==> src/rtl/rcu_pkg.sv <==
// Shared types and constants for the USB full-speed receive path.
package usb_rcv_pkg;

    typedef enum logic [2:0] {
        IDLE,
        SYNC,
        CHK_SYNC,
        DATA,
        STORE,
        EOP_END,
        ERR_WAIT,
        ERR_EOP
    } rcu_state_t;

    localparam logic [7:0]  SYNC_BYTE_DEFAULT = 8'h80;
    localparam int unsigned BYTE_BITS         = 8;
    localparam int unsigned BIT_CNT_W         = $clog2(BYTE_BITS);

endpackage

==> src/rtl/rcu_if.sv <==
// Per-bit strobes and assembled byte into the receiver control unit, status out.
interface rcu_if;

    logic       d_edge;
    logic       eop;
    logic       shift_enable;
    logic       byte_received;
    logic [7:0] rcv_data;
    logic       rcving;
    logic       w_enable;
    logic       r_error;

    modport master (
        output d_edge, eop, shift_enable, byte_received, rcv_data,
        input  rcving, w_enable, r_error
    );

    modport slave (
        input  d_edge, eop, shift_enable, byte_received, rcv_data,
        output rcving, w_enable, r_error
    );

endinterface

==> src/rtl/rcu_flex_counter.sv <==
// Generic up-counter with synchronous clear and programmable rollover value.
module flex_counter #(
    parameter int unsigned NUM_CNT_BITS = 4
) (
    input  logic                    clk,
    input  logic                    rst,
    input  logic                    clear_i,
    input  logic                    count_enable_i,
    input  logic [NUM_CNT_BITS-1:0] rollover_val_i,
    output logic [NUM_CNT_BITS-1:0] count_o
);

    logic [NUM_CNT_BITS-1:0] count_q;
    logic [NUM_CNT_BITS-1:0] count_d;

    // Next count: clear has priority over counting; wrap to zero after rollover value.
    always_comb begin
        count_d = count_q;
        if (clear_i) begin
            count_d = '0;
        end else if (count_enable_i) begin
            count_d = (count_q == rollover_val_i) ? '0 : count_q + 1'b1;
        end
    end

    // Count register with synchronous reset.
    always_ff @(posedge clk) begin
        if (rst) begin
            count_q <= '0;
        end else begin
            count_q <= count_d;
        end
    end

    assign count_o = count_q;

endmodule

==> src/rtl/rcu.sv <==
// Receiver control unit: SYNC check, per-byte FIFO write strobe, EOP/framing errors.
module rcu
    import usb_rcv_pkg::*;
#(
    parameter logic [7:0] SYNC_BYTE = SYNC_BYTE_DEFAULT
) (
    input logic  clk,
    input logic  rst,
    rcu_if.slave bus
);

    rcu_state_t           state_q, state_d;
    logic                 r_error_q, r_error_d;
    logic                 eop_lat_q, eop_lat_d;
    logic [BIT_CNT_W-1:0] bit_cnt;
    logic                 eop_sample;
    logic                 cnt_clear;

    assign eop_sample = bus.shift_enable & bus.eop;
    assign cnt_clear  = bus.byte_received | ((state_q == IDLE) & bus.d_edge);

    flex_counter #(
        .NUM_CNT_BITS (BIT_CNT_W)
    ) u_bit_cnt (
        .clk            (clk),
        .rst            (rst),
        .clear_i        (cnt_clear),
        .count_enable_i (bus.shift_enable & ~bus.eop),
        .rollover_val_i (BIT_CNT_W'(BYTE_BITS - 1)),
        .count_o        (bit_cnt)
    );

    // Next-state and error-flag logic; an EOP coinciding with a byte is latched for STORE.
    always_comb begin
        state_d   = state_q;
        r_error_d = r_error_q;
        eop_lat_d = 1'b0;
        case (state_q)
            IDLE: begin
                if (bus.d_edge) begin
                    state_d   = SYNC;
                    r_error_d = 1'b0;
                end
            end
            SYNC: begin
                if (bus.byte_received) begin
                    state_d = CHK_SYNC;
                end else if (eop_sample) begin
                    state_d   = ERR_EOP;
                    r_error_d = 1'b1;
                end
            end
            CHK_SYNC: begin
                if (bus.rcv_data == SYNC_BYTE) begin
                    state_d = DATA;
                end else begin
                    state_d   = ERR_WAIT;
                    r_error_d = 1'b1;
                end
            end
            DATA: begin
                if (bus.byte_received) begin
                    state_d   = STORE;
                    eop_lat_d = eop_sample;
                end else if (eop_sample) begin
                    if (bit_cnt == '0) begin
                        state_d = EOP_END;
                    end else begin
                        state_d   = ERR_EOP;
                        r_error_d = 1'b1;
                    end
                end
            end
            STORE: begin
                state_d = eop_lat_q ? EOP_END : DATA;
            end
            EOP_END: begin
                if (bus.d_edge) begin
                    state_d = IDLE;
                end
            end
            ERR_WAIT: begin
                if (eop_sample) begin
                    state_d = ERR_EOP;
                end
            end
            ERR_EOP: begin
                if (bus.d_edge) begin
                    state_d = IDLE;
                end
            end
            default: begin
                state_d = IDLE;
            end
        endcase
    end

    // State, sticky error and latched-EOP registers.
    always_ff @(posedge clk) begin
        if (rst) begin
            state_q   <= IDLE;
            r_error_q <= 1'b0;
            eop_lat_q <= 1'b0;
        end else begin
            state_q   <= state_d;
            r_error_q <= r_error_d;
            eop_lat_q <= eop_lat_d;
        end
    end

    assign bus.rcving   = (state_q != IDLE);
    assign bus.w_enable = (state_q == STORE);
    assign bus.r_error  = r_error_q;

endmodule

==> src/flat_wrapper.sv <==
// flat-port wrapper written by rule: the top's interface ports become plain ports
module rcu_flat import usb_rcv_pkg::*;
#(
    parameter logic [7:0] SYNC_BYTE = SYNC_BYTE_DEFAULT
)
  (clk, rst, bus_d_edge, bus_eop, bus_shift_enable, bus_byte_received, bus_rcv_data, bus_rcving, bus_w_enable, bus_r_error);
  rcu_if bus_i ();
  input logic clk;
  input logic rst;
  input wire logic [$bits(bus_i.d_edge)-1:0] bus_d_edge;
  input wire logic [$bits(bus_i.eop)-1:0] bus_eop;
  input wire logic [$bits(bus_i.shift_enable)-1:0] bus_shift_enable;
  input wire logic [$bits(bus_i.byte_received)-1:0] bus_byte_received;
  input wire logic [$bits(bus_i.rcv_data)-1:0] bus_rcv_data;
  output wire logic [$bits(bus_i.rcving)-1:0] bus_rcving;
  output wire logic [$bits(bus_i.w_enable)-1:0] bus_w_enable;
  output wire logic [$bits(bus_i.r_error)-1:0] bus_r_error;
  assign bus_i.d_edge = bus_d_edge;
  assign bus_i.eop = bus_eop;
  assign bus_i.shift_enable = bus_shift_enable;
  assign bus_i.byte_received = bus_byte_received;
  assign bus_i.rcv_data = bus_rcv_data;
  assign bus_rcving = bus_i.rcving;
  assign bus_w_enable = bus_i.w_enable;
  assign bus_r_error = bus_i.r_error;
  rcu #(.SYNC_BYTE(SYNC_BYTE)) u_core (.clk(clk), .rst(rst), .bus(bus_i));
endmodule
==> config.mk <==
export PLATFORM = sky130hd
export DESIGN_NAME = rcu_flat
export DESIGN_NICKNAME = d
export VERILOG_FILES = /design/src/rtl/rcu_pkg.sv /design/src/rtl/rcu_if.sv /design/src/rtl/rcu_flex_counter.sv /design/src/rtl/rcu.sv /design/src/flat_wrapper.sv
export SDC_FILE = /design/constraint.sdc
export NUM_CORES = 1
export LEC_CHECK = 0
export BUFFER_PORTS_ARGS = -buffer_cell sky130_fd_sc_hd__buf_2
export CAP_MARGIN = 20
export CORE_UTILIZATION = 45
export DETAILED_ROUTE_END_ITERATION = 10
export GPL_TIMING_DRIVEN = 0
export PLACE_DENSITY = 0.81
export SLEW_MARGIN = 10
export SYNTH_ARGS = -nofsm -noshare
export SYNTH_HDL_FRONTEND = slang
export SYNTH_HIERARCHICAL = 1
export SYNTH_SLANG_ARGS = --single-unit
export TNS_END_PERCENT = 30
==> constraint.sdc <==
create_clock -name clk -period 1.4 [get_ports clk]
set_clock_uncertainty 0.15 [all_clocks]
set_input_delay 0.14 -clock clk [delete_from_list [all_inputs] [get_ports clk]]
set_output_delay 0.14 -clock clk [all_outputs]
set_load 0.03 [all_outputs]
# Word level (Yosys, flattened, before mapping)
# Index checks and enable logic that the tools add are counted.
[word_totals]
in_bits = 14
mem_bits_ro = 0
latchBits = 0
out_inout_bits = 3
memories = 0
register_bits = 8
ram_bits = 0
wordCells = 58
[classes]
reduce_logical = 9
n_mul = 0
shift = 0
n_addsub = 1
magnitude_cmp = 0
div = 0
bitwise = 7
n_eq_ne = 18
n_mux = 19
[op_table]
columns = ["op", "n"]
rows = [
  ["two-way mux 3 bit", 9],
  ["case mux 3 bit (7 select lines)", 1],
  ["equality test 3 bit, second input constant", 5],
  ["!= test 2 bit, second input constant", 5],
  ["equality test 8 bit, second input constant", 1],
  ["AND reduction 8 bit", 1],
  ["two-way mux 1 bit", 7],
  ["equality test 3 x 2 -> 1 bit, second input constant", 2],
  ["logical NOT 3 bit", 2],
  ["!= test 2 x 1 -> 1 bit, second input constant", 3],
  ["case mux 1 bit (4 select lines)", 1],
  ["nonzero test 4 bit", 1],
  ["OR reduction 2 bit", 2],
  ["adder 3 x 1 -> 3 bit, second input constant", 1],
  ["bitwise AND 1 bit", 3],
  ["equality test 3 x 1 -> 1 bit, second input constant", 1],
  ["!= test 3 x 2 -> 1 bit, second input constant", 1],
  ["inverter 1 bit", 3],
  ["AND reduction 3 bit", 1],
  ["nonzero test 3 bit", 1],
  ["OR reduction 3 bit", 1],
  ["two-way mux 2 bit", 1],
  ["bitwise OR 1 bit", 1],
]

# Logic depth before layout (Yosys ltp)
[depth]
ltp_word = 5
ltp_mapped = 5

# Modules after synthesis
# Netlist, hierarchy kept.
[modules_own_cells]
columns = ["module", "cells_each", "n_inst", "area_per_inst_um2"]
rows = [
  ["rcu", 60, 1, 470.5],
  ["flex_counter", 23, 1, 182.7],
]

# Worst setup path after synthesis
# OpenSTA, ideal clock, no wires.
[synth_path]
path_kind = "register to output"
startpoint = "register u_core.state_q[2]"
endpoint = "output port bus_w_enable"
t_arrival_ns = 1.414
stages_incl_launch_ff = 3
setup_slack_ns = -0.304
path_cell_list = "dfxtp_1 -> clkbuf_1 -> nor3b_1"
[synth_via]
elab_chain_len = 1
[synth_rtl]
columns = ["item", "line", "rtl"]
rows = [
  ["from (decl)", "rcu.sv:12", "rcu_state_t state_q, state_d;"],
  ["from (signal assigned)", "rcu.sv:105", "state_q <= state_d;"],
  ["equality test 3 bit", "rcu.sv:112", "assign bus.w_enable = (state_q == STORE);"],
  ["to (decl)", "flat_wrapper.sv:16", "output wire logic [$bits(bus_i.w_enable)-1:0] bus_w_enable;"],
]
# Every way passes these cells.

# Final worst setup path
[layout_path]
startpoint = "register u_core.state_q[0]"
endpoint = "register u_core.r_error_q (netlist: u_core/bus.r_error)"
[layout_via]
elab_chain_len = 3
word_cells_on_any_way = 14
classes_between = "10 x eq/ne; 1 x mux; 3 x reduce/logical"
[layout_rtl]
columns = ["item", "line", "rtl"]
rows = [
  ["equality test 3 x 2 -> 1 bit (tied with other cells)", "rcu.sv:38", "case (state_q)"],
  ["!= test 2 x 1 -> 1 bit (no source line) (tied with other cells)", "-", ""],
  ["AND reduction 8 bit (no source line)", "-", ""],
  ["to (signal assigned)", "rcu.sv:106", "r_error_q <= r_error_d;"],
  ["to (decl)", "rcu.sv:13", "logic r_error_q, r_error_d;"],
]
# Parallel ways exist; a longest one is shown, timed or not.
# A chain may end at the register's enable or synchronous reset.

==> out/summary.md <==
Synthesis inferred 8 register bits. The post-layout minimum cycle time was 1.48 ns. The run gives -0.230 ns as the setup TNS.

At the worst endpoint, the arrival time is 1.46 ns. The share of final-layout standard cells stronger than drive strength 1 was 0.312; the number of antenna cells inserted was 0. Before antenna repair, the detailed router went through 4 iterations.

The max-slew violation count was 0; the critical-path maximum fanout was 6. Using the TritonRoute via totals, the vias-per-cell ratio works out to 5.97. In this design, the largest share of critical-path delay is due to compound AO/OA/AOI/OAI gates.

For the post-layout instance count excluding filler cells, the log shows 124. For the number of synthesis warnings, the log shows 6. The number of antenna violations at the first check in global routing was 0. For the worst setup path, the data required time is 1.39 ns.

The endpoint kind of the worst setup timing path is a register. After legalization and detailed placement, the total HPWL measured 1190 um. On the critical path, the stage with the largest delay is an instance of sky130_fd_sc_hd__dfxtp_4. The total buffers and inverters traversed by the critical path came out at 1.

The kind of critical path was reg2reg. The post-detailed-route wirelength per cell was 13.7 um. The floorplan core area was 1320 um2; the number of nets with antenna violations after detailed routing was 0.

Entering global routing, the biggest net connects 11 pins. The worst hold path was traced through 3 stages. The first routing iteration left 34 violations. The sequential element share of the synthesized area is 0.245. The checks that failed: setup timing.

The logs give 117 for the cell count after placement and 0 for the number of max-cap violations. Clock latency on the worst-skew pair: 0.25 ns. Relative to the synthesized area, the layout overhead comes to 34.1%. In this run, synthesis inferred 0 flip-flops with an integrated enable. The die covers 1610 um2. Share of the cycle needed by the critical path after routing: 1.05. The tools report the utilization after layout as 0.665.

Measured in cells, the most critical reg-to-reg path has a length of 5. The worst setup slack before clock tree synthesis is -0.104 ns. The path class of the tightest hold or removal check is in2reg.

The logs give 653 um2 for the post-synthesis cell area and 740 for the overall via count from detail_route. The worst-case IR drop observed on VDD is 0.679 mV. The worst setup path is launched from a register. Setup repair after global routing could not meet its margin everywhere.

The setup slack after layout came out at -0.0751 ns. By count the netlist is led by sky130_fd_sc_hd__dfxtp_1, sky130_fd_sc_hd__nor2_1, sky130_fd_sc_hd__nor3_1. At the end of routability-driven placement, the weighted congestion stood at 0.842.

In this run the power density over the cells is 1150 nW/um2. Of all cell types, the one taking the most synthesized area is sky130_fd_sc_hd__dfxtp_1. The instance count of the mapped netlist is 83, and the die outline width is 40.1 um.

Each instance of the synthesized netlist takes up on average 7.87 um2. Measured along the y axis, the die boundary spans 40.1 um. The flow ran to the end, but the final reports show violations. The detailed-route wire length came out at 1700 um. The global-route wire length before repair came out at 2340 um. The number of top-level design ports was 17. No sink is reached through more buffers than the 2 on the longest clock path. Setup violations remaining at the end of the flow were counted as 5.

For this run, the top clock speed supported by timing is 678 MHz. After detailed routing, the number of remaining DRC violations is 0. The analysis attributes to cell leakage a power of 0.000343 uW.

In the final design database the tool counted 126 nets. The initial cell density of the core was 0.496. The most used flip-flop cell after synthesis is sky130_fd_sc_hd__dfxtp_1. Clock-pin slew was measured on the worst setup and hold paths at 0.05 ns. The fraction of post-synthesis cell area in the top cell type by area is 0.245. On the worst path, the slowest cell contributes a delay of 0.36 ns. The tools report the total routing usage reported by global routing as 0.228.

Port buffering added 15 buffers. The count of final hold-check violations came out at 0. The logs give 13 for the number of placement rows and 1 for the CTS H-tree depth. The number of gates on the worst path with buffers counted works out to 5.

The tree built by TritonCTS fans out to 8 sinks. By area the synthesized netlist is led by sky130_fd_sc_hd__dfxtp_1, sky130_fd_sc_hd__nand3b_1, sky130_fd_sc_hd__nor3_1. For the total power consumption of the routed design, the log shows 1010 uW. The via count of the first global-routing pass came out at 545.

The signal on the critical path passes through buf_4 > nor2b_1 > a211o_1 > a21oi_1 > a2111oi_1. Number of different library cells in the post-synthesis netlist: 36. The tree is rooted in a sky130_fd_sc_hd__clkbuf_4.

The total overflow left after global routing is 0. The post-synthesis async set-or-reset flop share was 0. For the number of buffers created by CTS, the log shows 3. TritonCTS built the clock tree.
## cell usage in the layout, fill, tap and decap left out, types with 2 or more instances in the layout
cell and instances:
sky130_fd_sc_hd__a21oi_1 5, sky130_fd_sc_hd__buf_2 13, sky130_fd_sc_hd__buf_4 4, sky130_fd_sc_hd__buf_6 2
sky130_fd_sc_hd__clkbuf_4 4, sky130_fd_sc_hd__conb_1 5, sky130_fd_sc_hd__dfxtp_1 4, sky130_fd_sc_hd__dfxtp_2 2
sky130_fd_sc_hd__dfxtp_4 2, sky130_fd_sc_hd__nand2_1 5, sky130_fd_sc_hd__nand2b_1 4, sky130_fd_sc_hd__nand3b_1 5
sky130_fd_sc_hd__nor2_1 7, sky130_fd_sc_hd__nor2b_1 3, sky130_fd_sc_hd__nor3_1 6, sky130_fd_sc_hd__nor3b_1 3
sky130_fd_sc_hd__o21ai_0 2, sky130_fd_sc_hd__o21ai_1 2, sky130_fd_sc_hd__o21bai_1 2, sky130_fd_sc_hd__o22ai_1 2
sky130_fd_sc_hd__xnor2_1 2
## worst register-to-register path, cell delays in order, from the launching register on
cell                        delay (ns)
sky130_fd_sc_hd__dfxtp_4          0.36
sky130_fd_sc_hd__buf_4            0.15
sky130_fd_sc_hd__nor2b_1          0.16
sky130_fd_sc_hd__a211o_1          0.13
sky130_fd_sc_hd__a21oi_1          0.06
sky130_fd_sc_hd__a2111oi_1        0.36
## what timing repair did
item,in CTS,in global routing
hold buffers,1,0
gates resized for setup,15,6
hold endpoints to repair,1,0
setup buffers,2,1
pin swaps,2,5
setup endpoints to repair,9,8
## layer usage
metal	vias up	track usage	routed length, um	share of wire
li1	358	-	-	-
met3	2	0.100	173	0.10
met1	336	0.274	717	0.42
met2	44	0.359	801	0.47
met5	-	0	0	0
met4	0	0.0776	4	0.0024
## per-stage QoR
step	cell area [um2]	hold slack [ns]
2_1_floorplan	684	0.0579
3_3_place_gp	778	0.266
3_5_place_dp	778	0.264
4_1_cts	860	0.0922
5_1_grt	876	0.0899
6_report	876	0.104
## state kept, by name, summed over array words and instances (netlist names)
signal and cells:
u_core/bus.r_error 1, u_core/u_bit_cnt/count_o 3, u_core/eop_lat_q 1, u_core/state_q 3
## report_power, final
group | leakage [uW] | switching [uW] | internal (uW)
registers | 0.0000674 | 37.1 | 266
logic | 0.000262 | 278 | 246
clock network | 0.0000138 | 79.9 | 98.2
total | 0.000343 | 395 | 610
## area by class of cell
cell class | count | area, um2
multi-input cells | 74 | 508
fillers | 108 | 442
flip-flops and latches | 8 | 170
repair buffers | 19 | 120
plain buffers | 4 | 32.5
clock buffers | 3 | 22.5
well taps | 15 | 18.8
inverters | 1 | 3.75
## final timing paths
check	start	to	slack [ns]
worst max-delay path	u_core/state_q[0]	u_core/bus.r_error	-0.08
worst max register to register	u_core/state_q[0]	u_core/bus.r_error	-0.08
worst min-delay path	bus_d_edge	u_core/state_q[0]	0.10
worst min register to register	u_core/state_q[1]	u_core/eop_lat_q	0.38
## cell families after synthesis
family | after synthesis | share of synthesized area
fa+ha+maj | 1 | 0.0192
flops | 8 | 0.245
buf+inv | 5 | 0.0306
xor+xnor | 3 | 0.0402
other cells | 1 | 0.00574
simple gates | 43 | 0.425
compound gates | 22 | 0.234
Power figures use the tool's default switching activity.
